**src/rtl/sprite_line_scheduler_pkg.sv**
```systemverilog
// Shared VGA geometry defaults and the scanline scheduler FSM state type.
package sprite_line_scheduler_pkg;

  localparam int unsigned SCREEN_W = 640;
  localparam int unsigned SCREEN_H = 480;
  localparam int unsigned BOX_W    = 32;
  localparam int unsigned BOX_H    = 32;
  localparam int unsigned N_OBJ    = 4;

  typedef enum logic [1:0] {
    ST_IDLE  = 2'd0,
    ST_FETCH = 2'd1,
    ST_DONE  = 2'd2
  } sched_state_e;

endpackage

```
**src/rtl/sprite_line_scheduler_slot_insert.sv**
```systemverilog
// Combinational lowest-free-slot finder for the pending slot set.
module sprite_line_scheduler_slot_insert #(
  parameter int unsigned SLOTS = 2
) (
  input  logic [SLOTS-1:0] used_i,
  output logic             free_o,
  output logic [SLOTS-1:0] pick_o
);

  always_comb begin
    logic found;
    found  = 1'b0;
    pick_o = '0;
    for (int unsigned i = 0; i < SLOTS; i++) begin
      if (!used_i[i] && !found) begin
        pick_o[i] = 1'b1;
        found     = 1'b1;
      end
    end
    free_o = found;
  end

endmodule

```
**src/rtl/sprite_line_scheduler.sv**
```systemverilog
// Per-scanline object scheduler: walks the object table during h-blank and
// fills a pending slot set that is committed to the active set at line_start.
module sprite_line_scheduler
  import sprite_line_scheduler_pkg::*;
#(
  parameter int unsigned N_OBJ    = sprite_line_scheduler_pkg::N_OBJ,
  parameter int unsigned SLOTS    = 2,
  parameter int unsigned BOX_H    = sprite_line_scheduler_pkg::BOX_H,
  parameter int unsigned SCREEN_H = sprite_line_scheduler_pkg::SCREEN_H,
  localparam int unsigned IW      = (N_OBJ > 1) ? $clog2(N_OBJ) : 1
) (
  input  logic                  clk,
  input  logic                  rst,
  input  logic                  line_start,
  input  logic [8:0]            next_y,
  output logic                  obj_req,
  output logic [IW-1:0]         obj_idx,
  input  logic                  obj_ack,
  input  logic [8:0]            obj_y,
  input  logic [9:0]            obj_x,
  output logic [SLOTS-1:0]      act_valid,
  output logic [IW*SLOTS-1:0]   act_idx,
  output logic [10*SLOTS-1:0]   act_x,
  output logic                  act_ovf,
  output logic                  act_late,
  output logic                  busy
);

  localparam logic [IW-1:0] IDX_LAST   = IW'(N_OBJ - 1);
  localparam logic [9:0]    BOX_H10    = 10'(BOX_H);
  localparam logic [9:0]    SCREEN_H10 = 10'(SCREEN_H);

  sched_state_e state_q, state_d;
  logic [8:0]                ty_q, ty_d;
  logic [IW-1:0]             idx_q, idx_d;
  logic                      req_q, req_d;
  logic                      busy_q, busy_d;

  logic [SLOTS-1:0]          pv_q, pv_d;
  logic [SLOTS-1:0][IW-1:0]  pidx_q, pidx_d;
  logic [SLOTS-1:0][9:0]     px_q, px_d;
  logic                      povf_q, povf_d;
  logic                      plate_q, plate_d;

  logic [SLOTS-1:0]          av_q, av_d;
  logic [SLOTS-1:0][IW-1:0]  aidx_q, aidx_d;
  logic [SLOTS-1:0][9:0]     ax_q, ax_d;
  logic                      aovf_q, aovf_d;
  logic                      alate_q, alate_d;

  logic                      slot_free;
  logic [SLOTS-1:0]          slot_pick;
  logic [9:0]                ty10, oy10;
  logic                      hit;

  sprite_line_scheduler_slot_insert #(.SLOTS(SLOTS)) u_slot_insert (
    .used_i (pv_q),
    .free_o (slot_free),
    .pick_o (slot_pick)
  );

  // Widened to 10 bits so obj_y + BOX_H cannot wrap for boxes near the bottom.
  assign ty10 = {1'b0, ty_q};
  assign oy10 = {1'b0, obj_y};
  assign hit  = (ty10 >= oy10) && (ty10 < (oy10 + BOX_H10));

  always_comb begin
    state_d = state_q;
    ty_d    = ty_q;
    idx_d   = idx_q;
    req_d   = req_q;
    busy_d  = busy_q;
    pv_d    = pv_q;
    pidx_d  = pidx_q;
    px_d    = px_q;
    povf_d  = povf_q;
    plate_d = plate_q;
    av_d    = av_q;
    aidx_d  = aidx_q;
    ax_d    = ax_q;
    aovf_d  = aovf_q;
    alate_d = alate_q;

    if (line_start) begin
      // A line_start mid-fetch commits the partial set flagged late and restarts.
      av_d    = pv_q;
      aidx_d  = pidx_q;
      ax_d    = px_q;
      aovf_d  = povf_q;
      alate_d = plate_q | (state_q == ST_FETCH);
      pv_d    = '0;
      pidx_d  = '0;
      px_d    = '0;
      povf_d  = 1'b0;
      plate_d = 1'b0;
      ty_d    = next_y;
      idx_d   = IDX_LAST;
      busy_d  = 1'b1;
      if ({1'b0, next_y} >= SCREEN_H10) begin
        state_d = ST_DONE;
        req_d   = 1'b0;
      end else begin
        state_d = ST_FETCH;
        req_d   = 1'b1;
      end
    end else begin
      unique case (state_q)
        ST_FETCH: begin
          if (obj_ack) begin
            if (hit) begin
              if (slot_free) begin
                for (int unsigned i = 0; i < SLOTS; i++) begin
                  if (slot_pick[i]) begin
                    pv_d[i]   = 1'b1;
                    pidx_d[i] = idx_q;
                    px_d[i]   = obj_x;
                  end
                end
              end else begin
                povf_d = 1'b1;
              end
            end
            if (idx_q == '0) begin
              state_d = ST_DONE;
              req_d   = 1'b0;
            end else begin
              idx_d = idx_q - IW'(1);
            end
          end
        end
        ST_DONE: begin
          state_d = ST_IDLE;
          busy_d  = 1'b0;
        end
        default: begin
          req_d  = 1'b0;
          busy_d = 1'b0;
        end
      endcase
    end
  end

  always_ff @(posedge clk) begin
    if (rst) begin
      state_q <= ST_IDLE;
      ty_q    <= '0;
      idx_q   <= '0;
      req_q   <= 1'b0;
      busy_q  <= 1'b0;
      pv_q    <= '0;
      pidx_q  <= '0;
      px_q    <= '0;
      povf_q  <= 1'b0;
      plate_q <= 1'b0;
      av_q    <= '0;
      aidx_q  <= '0;
      ax_q    <= '0;
      aovf_q  <= 1'b0;
      alate_q <= 1'b0;
    end else begin
      state_q <= state_d;
      ty_q    <= ty_d;
      idx_q   <= idx_d;
      req_q   <= req_d;
      busy_q  <= busy_d;
      pv_q    <= pv_d;
      pidx_q  <= pidx_d;
      px_q    <= px_d;
      povf_q  <= povf_d;
      plate_q <= plate_d;
      av_q    <= av_d;
      aidx_q  <= aidx_d;
      ax_q    <= ax_d;
      aovf_q  <= aovf_d;
      alate_q <= alate_d;
    end
  end

  assign obj_req   = req_q;
  assign obj_idx   = idx_q;
  assign busy      = busy_q;
  assign act_valid = av_q;
  assign act_idx   = aidx_q;
  assign act_x     = ax_q;
  assign act_ovf   = aovf_q;
  assign act_late  = alate_q;

endmodule

```
**config.mk**
```make
export PLATFORM = sky130hd
export DESIGN_NAME = sprite_line_scheduler
export DESIGN_NICKNAME = d
export VERILOG_FILES = /design/src/rtl/sprite_line_scheduler_pkg.sv /design/src/rtl/sprite_line_scheduler_slot_insert.sv /design/src/rtl/sprite_line_scheduler.sv
export SDC_FILE = /design/constraint.sdc
export NUM_CORES = 1
export LEC_CHECK = 0
export ABC_AREA = 1
export CORE_ASPECT_RATIO = 0.75
export CORE_MARGIN = 4
export CORE_UTILIZATION = 40
export DETAILED_ROUTE_END_ITERATION = 16
export PLACE_DENSITY = 0.66
export SETUP_SLACK_MARGIN = 0.5
export SLEW_MARGIN = 5
export SYNTH_ARGS = -nofsm -noshare
export SYNTH_HDL_FRONTEND = slang
export SYNTH_SLANG_ARGS = --single-unit
```
**constraint.sdc**
```tcl
create_clock -name clk -period 2.65 [get_ports clk]
set_input_delay 0.3975 -clock clk [delete_from_list [all_inputs] [get_ports clk]]
set_output_delay 0.3975 -clock clk [all_outputs]
set_load 0.01 [all_outputs]
```
Word level (Yosys, flattened, before mapping)
Cells that the tools add are included.
{ "word_totals": {"ff_bits": 70, "inputBits": 32, "out_inout_bits": 32, "word_cells": 67} }
{ "op_classes": {"n_addsub": 2, "magnitude_cmp": 3, "n_eq_ne": 7, "n_mux": 19, "bitwise": 2, "reduce_logical": 15} }
{ "op_table": {"columns": ["op", "count"], "rows": [
  ["2-bit 2-to-1 mux", 8],
  ["9-bit by 6-bit adder with 10-bit output (second input constant)", 1],
  ["9-bit by 10-bit < comparator with 1-bit output", 1],
  ["5-bit AND reduction", 2],
  ["9-bit greater-or-equal comparator", 1],
  ["9-bit greater-or-equal comparator (second input constant)", 1],
  ["1-bit 2-to-1 mux", 9],
  ["3-bit AND reduction", 3],
  ["4-bit AND reduction", 2],
  ["2-bit != test (second input constant)", 3],
  ["2-bit one-hot mux with 2 select lines", 1],
  ["2-bit nonzero test", 2],
  ["3-bit by 2-bit != test with 1-bit output (second input constant)", 1],
  ["3-bit != test (second input constant)", 1],
  ["3-bit nonzero test", 1],
  ["2-bit by 1-bit == test with 1-bit output (second input constant)", 1],
  ["2-bit == test (second input constant)", 1],
  ["1-bit logical AND", 2],
  ["2-bit logical NOT", 1],
  ["1-bit inverter", 2],
  ["1-bit one-hot mux with 2 select lines", 1],
  ["2-bit OR reduction", 1],
  ["2-bit by 1-bit subtractor with 2-bit output (second input constant)", 1],
  ["1-bit logical NOT", 1]
]} }

Depth between registers and ports, before layout
{ "depth": {"word_depth": 5, "ltp_mapped": 15, "mapped_depth_nobuf": 14} }

Cells and area by module
Synthesis repeated with hierarchy kept, for this count alone.
{ "unflattened": {"hier_cells": 421, "hier_area_um2": 3012.9} }
{ "modules_own_cells": {"columns": ["mod", "instances", "cells_per_inst", "area_each_um2", "seq_area_each_um2"], "rows": [
  ["sprite_line_scheduler", 1, 418, 2999.1, 1401.3],
  ["sprite_line_scheduler_slot_insert", 1, 3, 13.8, 0.0]
]} }

Worst setup path after synthesis
Ideal clock, no wire load.
{ "synth_path": {"kind": "input -> register", "startpoint": "input port obj_y[5]", "endpoint": "register px_q[9] in the netlist's numbering", "setup_ps": 115, "t_arrival_ps": 1852, "required_ps": 2535, "slack_ps": 683, "stages": 11, "n_path_buf": 1, "path_cell_list": "ha_1 xnor2_1 ha_1 a21oi_1 o21ai_2 nand3b_4 nor2_4 buf_6 nand3_1 nand2_1 nor2_1"} }
{ "synth_via": {"elab_chain_cells": 4, "elab_cells_between_ends": 5, "classes_between": "add/sub (1); order compare (2); reduce/logical (2)"} }
{ "synth_rtl": {"columns": ["item", "line", "rtl"], "rows": [
  ["from (decl)", "sprite_line_scheduler.sv:19", "input logic [8:0] obj_y,"],
  ["9-bit by 6-bit adder with 10-bit output", "sprite_line_scheduler.sv:65", "assign hit = (ty10 >= oy10) && (ty10 < (oy10 + BOX_H10));"],
  ["9-bit by 10-bit < comparator with 1-bit output", "sprite_line_scheduler.sv:65", null],
  ["1-bit logical AND *", "sprite_line_scheduler.sv:65", null],
  ["5-bit AND reduction (no line) *", null, null],
  ["to (signal assigned)", "sprite_line_scheduler.sv:168", "px_q <= px_d;"],
  ["to (decl)", "sprite_line_scheduler.sv:41", "logic [SLOTS-1:0][9:0] px_q, px_d;"]
]} }
Every way passes the cells marked *; elsewhere a longest branch is shown, timed or not.
A chain may end at the register's enable or synchronous reset.

Worst setup path in the final report
{ "layout_path": {"startpoint": "input port obj_y[2]", "endpoint": "register pidx_q[3] in the netlist's numbering"} }
{ "layout_via": {"elab_chain_cells": 4, "elab_cells_between_ends": 5, "classes_between": "add/sub (1); order compare (2); reduce/logical (2)"} }
{ "layout_rtl": {"columns": ["item", "line", "rtl"], "rows": [
  ["9-bit by 6-bit adder with 10-bit output", "sprite_line_scheduler.sv:65", null],
  ["9-bit by 10-bit < comparator with 1-bit output", "sprite_line_scheduler.sv:65", null],
  ["1-bit logical AND *", "sprite_line_scheduler.sv:65", null],
  ["5-bit AND reduction (no line) *", null, null],
  ["to (signal assigned)", "sprite_line_scheduler.sv:167", "pidx_q <= pidx_d;"],
  ["to (decl)", "sprite_line_scheduler.sv:40", "logic [SLOTS-1:0][IW-1:0] pidx_q, pidx_d;"]
]} }
Marked as above.

==> flow_metrics.py <==
metrics = {
    "outcome": {
        "status": "completed",
    },
    "cts": {
        "numCtsBuffers": 9,
        "cts_tree": "done",
        "cts.hold.buffers_added": 0,
        "root_buffer": "clkbuf_8",
        "path_clk_slew_ns": 0.07,
        "clk_path_buf_depth": 2,
        "cts.sinks": 70,
        "clock_latency_ns": 0.34,
        "h-tree-depth": 3,
    },
    "floorplan": {
        "die-area_um2": 9597,
        "io_pins": 64,
        "start_util_pct": 41.00,
        "core_area_um2": 7883,
        "rows": 28,
        "die_w_um": 111.8,
        "dieHeight_um": 85.85,
    },
    "timing": {
        "hold_slack_ns": 0.4510,
        "setup_viol": 0,
        "max_slew.worst_pin.slew_ns": 0.4395,
        "finClkSkew_ns": 0.009294,
        "slew_headroom_pct": 70.63,
        "tns_ns": 0,
        "rsz0062_at_grt": "no",
        "period_share_pct": 78.09,
        "max_freq_mhz": 483.2,
        "finalHoldViolations": 0,
        "min_period_ns": 2.069,
        "slew_viol_final": 0,
    },
    "yosys": {
        "synth_area_um2": 3232,
        "yosys_register_bits": 70,
        "netlist_instances": 443,
        "yosysSeqAreaShare_pct": 43.36,
        "synth.distinct_cells": 28,
        "avgSynthCellArea_um2": 7.295,
        "synth_nets": 490,
        "ys_warn_count": 0,
    },
    "placement": {
        "place.gp.congestion": 0.8453,
        "hpwlAfterDp_um": 5487,
        "postPlaceCellArea_um2": 3963,
        "io_buffers": 63,
        "dp_cells": 601,
    },
    "grt": {
        "antenna_found_initial": 0,
        "grt_use_met3_pct": 5.642,
        "track_usage_pct": 16.36,
        "grt_pass1_wl_um": 12810,
        "grt_pass1_vias": 2840,
        "grt_use_met2_pct": 27.42,
        "use_met1_pct": 20.44,
        "globalRoute.busiestLayer": "met2",
        "grt_max_degree": 29,
        "overflow": 0,
    },
    "worst_setup_path": {
        "r2r_slack_ns": 0.69,
        "crit_path_top_delay_cell": "clkdlybuf4s50_1",
        "critPathArrivalTime_ns": 2.31,
        "critPathCaptureType": "register",
        "r2r.worst_path.cells": 13,
        "rr_endpoint": "pidx_q[3]$_SDFFE_PP0P_",
        "timing.rr.start": "ty_q[5]$_SDFFE_PP0P_",
        "cp_max_fo": 8,
        "slowest_delay_ns": 0.46,
        "crit_chain": "clkdlybuf4s50_1 > inv_1 > ha_1 > nand2_1 > a21oi_1 > nor2_1 > nor2_1 > nor2_2 > nor2_4 > clkbuf_16 > nand3_1 > nand2_1 > nor2_1",
        "critPathRequiredTime_ns": 2.89,
        "critPathLaunchType": "input pin",
        "path_class": "in -> reg",
        "cp_common_cell": "nor2_1",
    },
    "route": {
        "post_drt_wl_per_cell_um": 12.30,
        "drc": 0,
        "dr.pass1.iters": 4,
        "vias": 2936,
        "routed_wl_um": 7629,
        "ant_nets": 0,
        "routed_via_density": 4.735,
        "dr.first_iter.drc_count": 129,
    },
    "worst_hold_path": {
        "holdCritStartpoint": "act_x[6]$_SDFFE_PP0P_",
        "min_to": "act_x[6]$_SDFFE_PP0P_",
        "whs_path_depth": 2,
        "hold_path_class": "reg -> reg",
    },
    "layout": {
        "layout_commonest_cell": "nand2_1",
        "nets": 557,
        "antenna_cells": 0,
        "final_layout_size_suffix_gt1_share_pct": 12.82,
        "syn_to_final_growth_pct": 33.68,
        "final_cell_mix": "nand2_1 (120), dfxtp_1 (70), clkdlybuf4s50_1 (59), inv_1 (55), nor2_1 (49)",
        "final_cells": 620,
        "fin_area_um2": 4320,
    },
    "power": {
        "power.density_nw_per_um2": 535.6,
        "leakage_nw": 1.940,
        "ir_worst_vdd_mv": 0.3170,
        "power.total_w": 0.002314,
    },
    "flow_run": {
        "cap_violations": 0,
    },
}
[layout make-up]
type / instances / area, um^2
fill: 764 / 3562
multi-input combinational: 297 / 1590
sequential: 70 / 1401
timing repair buffer: 75 / 762.0
inverter: 57 / 214.0
tap: 105 / 131.4
clock buffer: 9 / 123.9
clock inverter: 7 / 97.59
[per-layer routing]
metal  part of all wire (%)  vias to the layer above  wire (um)
li1                       -                     1521          -
met1                     47                     1353       3611
met2                     47                       57       3578
met3                    5.1                        5        389
met4                   0.64                        0         49
met5                      0                        -          0
[stage by stage]
stage / worst slack [ns] / util, %
6_report: 0.5806 / 54.81
5_1_grt: 0.5007 / 54.81
4_1_cts: 0.5706 / 54.10
3_5_place_dp: 0.06144 / 50.27
3_3_place_gp: 0.1172 / 50.27
2_1_floorplan: 0.6831 / -
[cell usage after synthesis]
cell type	instances	area [um^2]
buf_6	6	67.56
o211ai_1	2	15.01
buf_2	2	10.01
nor2_8	1	20.02
nand3b_4	1	20.02
nand3b_1	1	7.510
o21ai_2	1	8.760
nor2_1	51	191.4
o21bai_1	1	7.510
nand3_1	42	210.2
o21ai_0	21	105.1
a41oi_1	1	8.760
nor2_2	3	18.77
a21oi_2	1	8.760
buf_1	1	3.750
ha_1	15	187.7
nand2_1	120	450.4
nand4_1	1	6.260
nand3_2	5	50.05
inv_2	1	3.750
dfxtp_1	70	1401
nor2_4	3	33.78
xor2_1	1	8.760
nand2_2	4	25.02
a21oi_1	21	105.1
xnor2_1	1	8.760
clkbuf_1	10	37.54
inv_1	56	210.2
[sequential cells by signal, indices dropped and copies added (netlist names), 2 cells and up]
register	count
ty_q	9
act_x	20
act_idx	4
pidx_q	4
act_valid	2
obj_idx	2
state_q	2
px_q	20
pv_q	2
[worst max-delay path by stage]
stage / startpoint / end / slack (ns)
final: obj_y[2] / pidx_q[3]$_SDFFE_PP0P_ / 0.58
after global routing: obj_y[2] / pidx_q[3]$_SDFFE_PP0P_ / 0.50
after CTS: obj_y[6] / px_q[8]$_SDFFE_PP0P_ / 0.57
after detailed placement: obj_y[6] / px_q[0]$_SDFFE_PP0P_ / 0.06
after global placement: obj_y[6] / px_q[0]$_SDFFE_PP0P_ / 0.12
after floorplan: obj_y[5] / px_q[9]$_SDFFE_PP0P_ / 0.68
[critical path, delay by kind of cell]
kind | cells | cell delay [ns]
buffers and inverters | 3 | 0.70
adder cells (fa/ha/maj) | 1 | 0.32
AO/OA/AOI/OAI | 1 | 0.18
AND/OR/NAND/NOR | 8 | 0.69
[power breakdown]
group	total (W)	leakage (nW)	switching, W	internal, W
logic	0.000284	1.27	0.000157	0.000127
registers	0.00108	0.567	0.0000140	0.00107
clock network	0.000945	0.106	0.000413	0.000533
total	0.00231	1.94	0.000584	0.00173
[cell families after synthesis]
logic type	share of synthesized area (%)
fa+ha+maj	5.807
compound gates	8.014
flops	43.36
xor+xnor	0.5421
simple gates	31.98
buf+inv	10.30
[timing repair]
item	in CTS	in global routing
setup endpoints to repair	25	18
gates resized for setup	16	11
pin swaps	4	8
buffers inserted	0	1
gates cloned	1	1
No activity file was read; power rests on OpenSTA's default activity.
